<file path="config.mk">
export PLATFORM = sky130hd
export DESIGN_NAME = rr_hold_arbiter
export DESIGN_NICKNAME = d
export VERILOG_FILES = /design/src/rtl/rr_hold_arbiter.sv
export SDC_FILE = /design/constraint.sdc
export NUM_CORES = 1
export LEC_CHECK = 0
export CAP_MARGIN = 10
export CORE_MARGIN = 5
export CORE_UTILIZATION = 40
export DETAILED_ROUTE_END_ITERATION = 8
export HOLD_SLACK_MARGIN = 0.08
export PLACE_DENSITY = 0.76
export SYNTH_ARGS = -nofsm -noshare
export SYNTH_HDL_FRONTEND = slang
export SYNTH_SLANG_ARGS = --single-unit
</file>
<file path="constraint.sdc">
create_clock -name clk -period 3.96 [get_ports clk]
set_clock_uncertainty 0.15 [all_clocks]
set_input_delay 0.594 -clock clk [delete_from_list [all_inputs] [get_ports clk]]
set_output_delay 0.594 -clock clk [all_outputs]
set_load 0.005 [all_outputs]
</file>
<file path="src/rtl/rr_hold_arbiter.sv">
// Registered round-robin arbiter with grant hold (lock) semantics.
// Optional hold limit with forced release: define ARB_HOLD_LIMIT_EN.
module rr_hold_arbiter #(
  parameter int REQUESTERS = 4,
  parameter int MAX_HOLD   = 8
) (
  input  logic                          clk,
  input  logic                          resetn,
  input  logic [REQUESTERS-1:0]         req_i,
  output logic [REQUESTERS-1:0]         grant_o,
  output logic                          grant_valid_o,
  output logic [$clog2(REQUESTERS)-1:0] grant_idx_o,
  output logic                          hold_expire_o
);

  localparam int              IDXW     = $clog2(REQUESTERS);
  localparam logic [IDXW-1:0] LAST_IDX = IDXW'(REQUESTERS - 1);
  localparam logic [IDXW:0]   N_WIDE   = (IDXW + 1)'(REQUESTERS);

  if (REQUESTERS < 2 || MAX_HOLD < 1) begin : g_bad_cfg
    $error("rr_hold_arbiter: REQUESTERS must be >= 2 and MAX_HOLD >= 1");
  end

  typedef enum logic {
    IDLE,
    BUSY
  } state_e;

  state_e                  state_q, state_d;
  logic [IDXW-1:0]         ptr_q, ptr_d;
  logic [IDXW-1:0]         idx_q, idx_d;
  logic [REQUESTERS-1:0]   grant_q, grant_d;
  logic                    valid_q, valid_d;
  logic                    expire_q, expire_d;

  logic [IDXW-1:0]         next_idx;
  logic [IDXW-1:0]         scan_start;
  logic [IDXW-1:0]         win_idx;
  logic                    win_found;
  logic [IDXW:0]           cand;
  logic                    force_rel;
  logic                    load_grant;

  // In IDLE the scan starts at ptr; on a release it starts just past the owner,
  // which is exactly where ptr is heading, so the owner is considered last.
  assign next_idx   = (idx_q == LAST_IDX) ? '0 : idx_q + 1'b1;
  assign scan_start = (state_q == IDLE) ? ptr_q : next_idx;

  always_comb begin
    win_found = 1'b0;
    win_idx   = '0;
    cand      = '0;
    for (int i = 0; i < REQUESTERS; i++) begin
      cand = {1'b0, scan_start} + (IDXW + 1)'(i);
      if (cand >= N_WIDE) begin
        cand = cand - N_WIDE;
      end
      if (!win_found && req_i[cand[IDXW-1:0]]) begin
        win_found = 1'b1;
        win_idx   = cand[IDXW-1:0];
      end
    end
  end

`ifdef ARB_HOLD_LIMIT_EN
  localparam int            CW        = $clog2(MAX_HOLD + 1);
  localparam logic [CW-1:0] HOLD_LAST = CW'(MAX_HOLD - 1);

  logic [CW-1:0] hold_cnt_q, hold_cnt_d;

  assign force_rel = (state_q == BUSY) && req_i[idx_q] && (hold_cnt_q == HOLD_LAST);

  // Counts BUSY cycles of the current owner; every fresh grant restarts it.
  always_comb begin
    hold_cnt_d = hold_cnt_q;
    if (load_grant) begin
      hold_cnt_d = '0;
    end else if (state_q == BUSY && hold_cnt_q != HOLD_LAST) begin
      hold_cnt_d = hold_cnt_q + 1'b1;
    end
  end

  always_ff @(posedge clk or negedge resetn) begin
    if (!resetn) begin
      hold_cnt_q <= '0;
    end else begin
      hold_cnt_q <= hold_cnt_d;
    end
  end
`else
  logic unused_load_grant;

  assign force_rel         = 1'b0;
  assign unused_load_grant = load_grant;
`endif

  always_comb begin
    state_d    = state_q;
    ptr_d      = ptr_q;
    grant_d    = grant_q;
    idx_d      = idx_q;
    valid_d    = valid_q;
    expire_d   = 1'b0;
    load_grant = 1'b0;

    case (state_q)
      IDLE: begin
        if (win_found) begin
          load_grant = 1'b1;
        end
      end
      BUSY: begin
        if (!req_i[idx_q] || force_rel) begin
          ptr_d    = next_idx;
          expire_d = force_rel;
          if (win_found) begin
            load_grant = 1'b1;
          end else begin
            state_d = IDLE;
            grant_d = '0;
            idx_d   = '0;
            valid_d = 1'b0;
          end
        end
      end
      default: begin
        state_d = IDLE;
      end
    endcase

    if (load_grant) begin
      state_d          = BUSY;
      grant_d          = '0;
      grant_d[win_idx] = 1'b1;
      idx_d            = win_idx;
      valid_d          = 1'b1;
    end
  end

  always_ff @(posedge clk or negedge resetn) begin
    if (!resetn) begin
      state_q  <= IDLE;
      ptr_q    <= '0;
      idx_q    <= '0;
      grant_q  <= '0;
      valid_q  <= 1'b0;
      expire_q <= 1'b0;
    end else begin
      state_q  <= state_d;
      ptr_q    <= ptr_d;
      idx_q    <= idx_d;
      grant_q  <= grant_d;
      valid_q  <= valid_d;
      expire_q <= expire_d;
    end
  end

  assign grant_o       = grant_q;
  assign grant_valid_o = valid_q;
  assign grant_idx_o   = idx_q;
  assign hold_expire_o = expire_q;

endmodule

</file>
==> results.txt <==
- In the routed layout, each cell is associated on average with a via count of 5.67.
- Startpoint of the worst setup timing path: req_i[3]
- Slew Viols, Final: 0
- Setup ws final: 1.58 ns
- Overall die height: 53.3 um
- After detailed routing, the average wire length per cell comes to 14.2 um.
* Total of cells resized after clock tree synthesis: 0
- Die span in x: 53.3 um
- Final count of negative-setup-slack endpoints: 0
- Vias in the first global route: 616
- Once the floorplan was initialized, standard cells occupied 42.9% of the core.
- The setup check on the worst reg-to-reg path leaves a slack of 1.64 ns.
* Min-Delay Endpoint: grant_o[2]
* Number of standard cells after synthesis: 84
* Status: finished, final reports clean
- The post-route netlist has 12.8% of its cells at a drive strength greater than 1.
- The synthesized netlist devotes 21.7% of its cell area to simple gates.
- The finished cells cover 908 um^2.
- Maximum achievable frequency: 0.420 GHz
- Post-detailed-route DRC marker count: 0
- Overall global routing resource usage: 13.6%
- The number of nets handed over by synthesis was 91.
- Dividing the synthesized area by the synthesized cell count gives 8.91 um^2.
- Ranking of synthesized cells by area: sky130_fd_sc_hd__dfrtp_1 (33%), sky130_fd_sc_hd__a211oi_1 (6.0%), sky130_fd_sc_hd__nand2_1 (4.0%)
- Residual overflow from global routing: 0
- Summed over all cells, the static leakage comes to 0.366 nW.
* Category of the critical setup timing path: primary input to flop
- Hold-fix buffers at CTS: 0
* Post-CTS setup buffer count: 0
- In this run the worst path has a maximum fanout of 11.
- The worst register-to-register path begins at grant_idx_o[0].
- TritonCTS built the clock tree.
* Most used flip-flop cell after synthesis: sky130_fd_sc_hd__dfrtp_1
- Hold crit path type: flop to flop
- Endpoint type of the worst setup path: flop
- Share of async-settable or async-resettable flops after synthesis: 100%
* Detailed Place HPWL: 1.29 mm
- Summing all placed instances gives a cell area of 872 um^2.
- Final setup TNS: 0 ns
- In this run the tool buffered the top-level ports with 12 buffer cells.
* Source of the worst hold timing path: grant_o[2]
- After synthesis, the largest area contributor takes up 33.4% of total cell area.
- Number of buffers on the longest clock path: 2
- Antenna violations before repair: 0
- The die covers 0.00284 mm^2.
* XOR/XNOR Fraction of Synth Area: 0%
- CTS saw 10 sinks.
- Wires add up to 1.69 mm.
- In this run the clock root is driven by a sky130_fd_sc_hd__clkbuf_4.
- Cell depth of the worst hold path: 1
- Slowest cell on crit path: sky130_fd_sc_hd__mux4_2
- For this design the top-level I/O count stands at 14.
- For this design the ratio of total power to cell area is 720 mW/mm^2.
- The share of total power dissipated in sequential elements is 27.7%.
- The floorplan step defined a core boundary enclosing 0.00175 mm^2.
- Router iterations before antenna repair: 4
- VDD sags by at most 0.000324 V.
- The count of nets left with antenna violations once routing finished came out at 0.
* Dominant delay contributor by cell family on the critical path: multiplexers
- Synthesis inferred 10 register bits.
* Unrepaired setup endpoints after global routing: no
- For the worst flop-to-flop path, the logic depth is 6.
- Switch share: 41.4%
* Min Tclk post-route: 2.38 ns
* Final layout net count: 102
- The share of the Yosys chip area taken by registers is 33.4%.
* Max-cap violations: 0
- The final-report hold violation count was 0.
- The first global-routing pass estimated 2.81 mm of wire.
- The layout has 167 filler cells.
- Dividing the final minimum period by the clock period gives 60.1%.
- The synthesized netlist devotes 27.9% of its cell area to compound gates.
- Antenna diodes: 0
- Yosys mapped a number of flops with a built-in enable equal to 0.
* Number of buffers created by CTS: 3
- CP Buf/Inv Count: 1
- Clock insertion delay at the later pin of the skew report: 0.26 ns
- Maximum number of pins on one net before global-route repair: 16
- Total number of H-tree levels: 1
- Multiplexer cells account for 9.03% of the synthesized area.
- Detailed routing inserted a total of 675 vias.
* Net load switching power: 0.271 mW
* Synth Warn #: 0
- The worst setup path is launched from a primary input.
* Data arrival time of the critical path: 2.37 ns
- Yosys mapped the design onto 38 distinct sky130hd cell types.
- Cell internal power was estimated by the tool at 0.384 mW.
- Largest family of logic cells by synthesized area: compound AO/OA/AOI/OAI gates
- Post-Synthesis Cell Area: 748 um^2
* Area leader, netlist: sky130_fd_sc_hd__dfrtp_1
- The worst register-to-register path ends at grant_o[2].
- In this run, the combinational gates consume 58.7% of the power.
- Relative to the synthesized area, the layout overhead comes to 21.4%.
* CP max stage delay: 0.60 ns
- In this run, the number of DRC markers left after iteration 0 of detailed routing was 24.
- Area share of fa/ha/maj cells after synthesis: 1.67%
- Clock-pin slew of the registers on the worst-case setup and hold paths: 0.06 ns
- OpenSTA, run right after detailed placement, puts the worst setup slack at 1.33 ns.
- Walking the worst path, the cells encountered are clkdlybuf4s50_1 > mux4_2 > nand2_1 > o21ai_1 > a221o_1.
- Data on the critical path is required at its endpoint by 3.95 ns.
- Routability Congestion: 0.825
* Row count: 15
- Clock power frac: 13.6%
-- synth_stat cells (2+ instances only) --
master                     count
sky130_fd_sc_hd__nand2b_1      4
sky130_fd_sc_hd__a21oi_1       3
sky130_fd_sc_hd__a211oi_1      6
sky130_fd_sc_hd__o221ai_1      2
sky130_fd_sc_hd__clkbuf_1      4
sky130_fd_sc_hd__and3_1        2
sky130_fd_sc_hd__mux2_2        2
sky130_fd_sc_hd__a221o_1       2
sky130_fd_sc_hd__nand2_1       8
sky130_fd_sc_hd__nand3_1       2
sky130_fd_sc_hd__nor2b_1       2
sky130_fd_sc_hd__o211ai_1      2
sky130_fd_sc_hd__dfrtp_1      10
sky130_fd_sc_hd__o21ai_1       2
sky130_fd_sc_hd__nor3_1        3
sky130_fd_sc_hd__nor2_1        4
sky130_fd_sc_hd__inv_1         4
sky130_fd_sc_hd__o31ai_1       2
-- stage by stage --
stage / utilization, % / instances / hold slack, ns / total power, mW
finish: 52.0 / 119 / 0.365 / 0.654
CTS: 52.0 / 119 / 0.375 / 0.656
global placement: 50.0 / 115 / 0.357 / 0.560
detailed placement: 50.0 / 115 / 0.358 / 0.563
floorplan: - / 84 / 0.148 / 0.446
global route: 52.0 / 119 / 0.388 / 0.715
-- cell usage in the layout, fill, tap and decap left out, drive strengths merged, types with 2 or more instances in the layout --
| master | count |
|---|---|
| a211oi | 6 |
| a21oi | 3 |
| a221o | 2 |
| and3 | 2 |
| clkbuf | 4 |
| clkdlybuf4s50 | 12 |
| dfrtp | 10 |
| inv | 4 |
| mux2 | 2 |
| nand2 | 8 |
| nand2b | 4 |
| nand3 | 2 |
| nor2 | 5 |
| nor2b | 2 |
| nor3 | 4 |
| o211ai | 3 |
| o21ai | 3 |
| o221ai | 2 |
| o31ai | 2 |
-- layout make-up --
type / count / area (um^2) / area share, %
Multi-Input combinational cell: 64 / 455 / 50.1
Sequential cell: 10 / 250 / 27.5
Timing Repair Buffer: 12 / 120 / 13.2
Clock buffer: 4 / 36.3 / 3.99
Tap cell: 25 / 31.3 / 3.44
Inverter: 4 / 15.0 / 1.65
-- worst max path at each step --
| stage | end | slack, ns | cells after the start |
|---|---|---|---|
| after detailed placement | grant_o[2] | 1.33 | 5 |
| after global placement | grant_o[2] | 1.33 | 5 |
| after floorplan | grant_o[0] | 1.87 | 6 |
| after CTS | grant_o[2] | 1.60 | 5 |
| after global routing | grant_o[2] | 1.49 | 6 |
| final | grant_o[2] | 1.58 | 5 |
-- kinds of logic after synthesis --
group / Yosys count
DFF: 10
and+or+nand+nor: 30
buffers and inverters: 10
adders and majority gates: 1
muxes: 4
other: 1
AOI/OAI and AO/OA: 28
-- per-layer routing --
| layer | part of all wire [%] | track usage (%) |
|---|---|---|
| met5 | 0 | 0 |
| met4 | 0.59 | 3.83 |
| met3 | 6.2 | 3.94 |
| met2 | 43 | 20.2 |
| met1 | 50 | 18.9 |
-- registers in the layout (all words and copies together), names as in the netlist --
signal,count
grant_o,4
ptr_q,2
state_q,1
grant_valid_o,1
grant_idx_o,2
-- power groups by stage --
| stage | combinational, mW | sequential (mW) | clock [mW] |
|---|---|---|---|
| after detailed placement | 0.380 | 0.183 | 0 |
| after floorplan | 0.270 | 0.176 | 0 |
| after global routing | 0.428 | 0.189 | 0.0982 |
| after CTS | 0.383 | 0.181 | 0.0916 |
| final | 0.384 | 0.181 | 0.0889 |
| after global placement | 0.377 | 0.183 | 0 |
(Power assumes the default switching activity.)
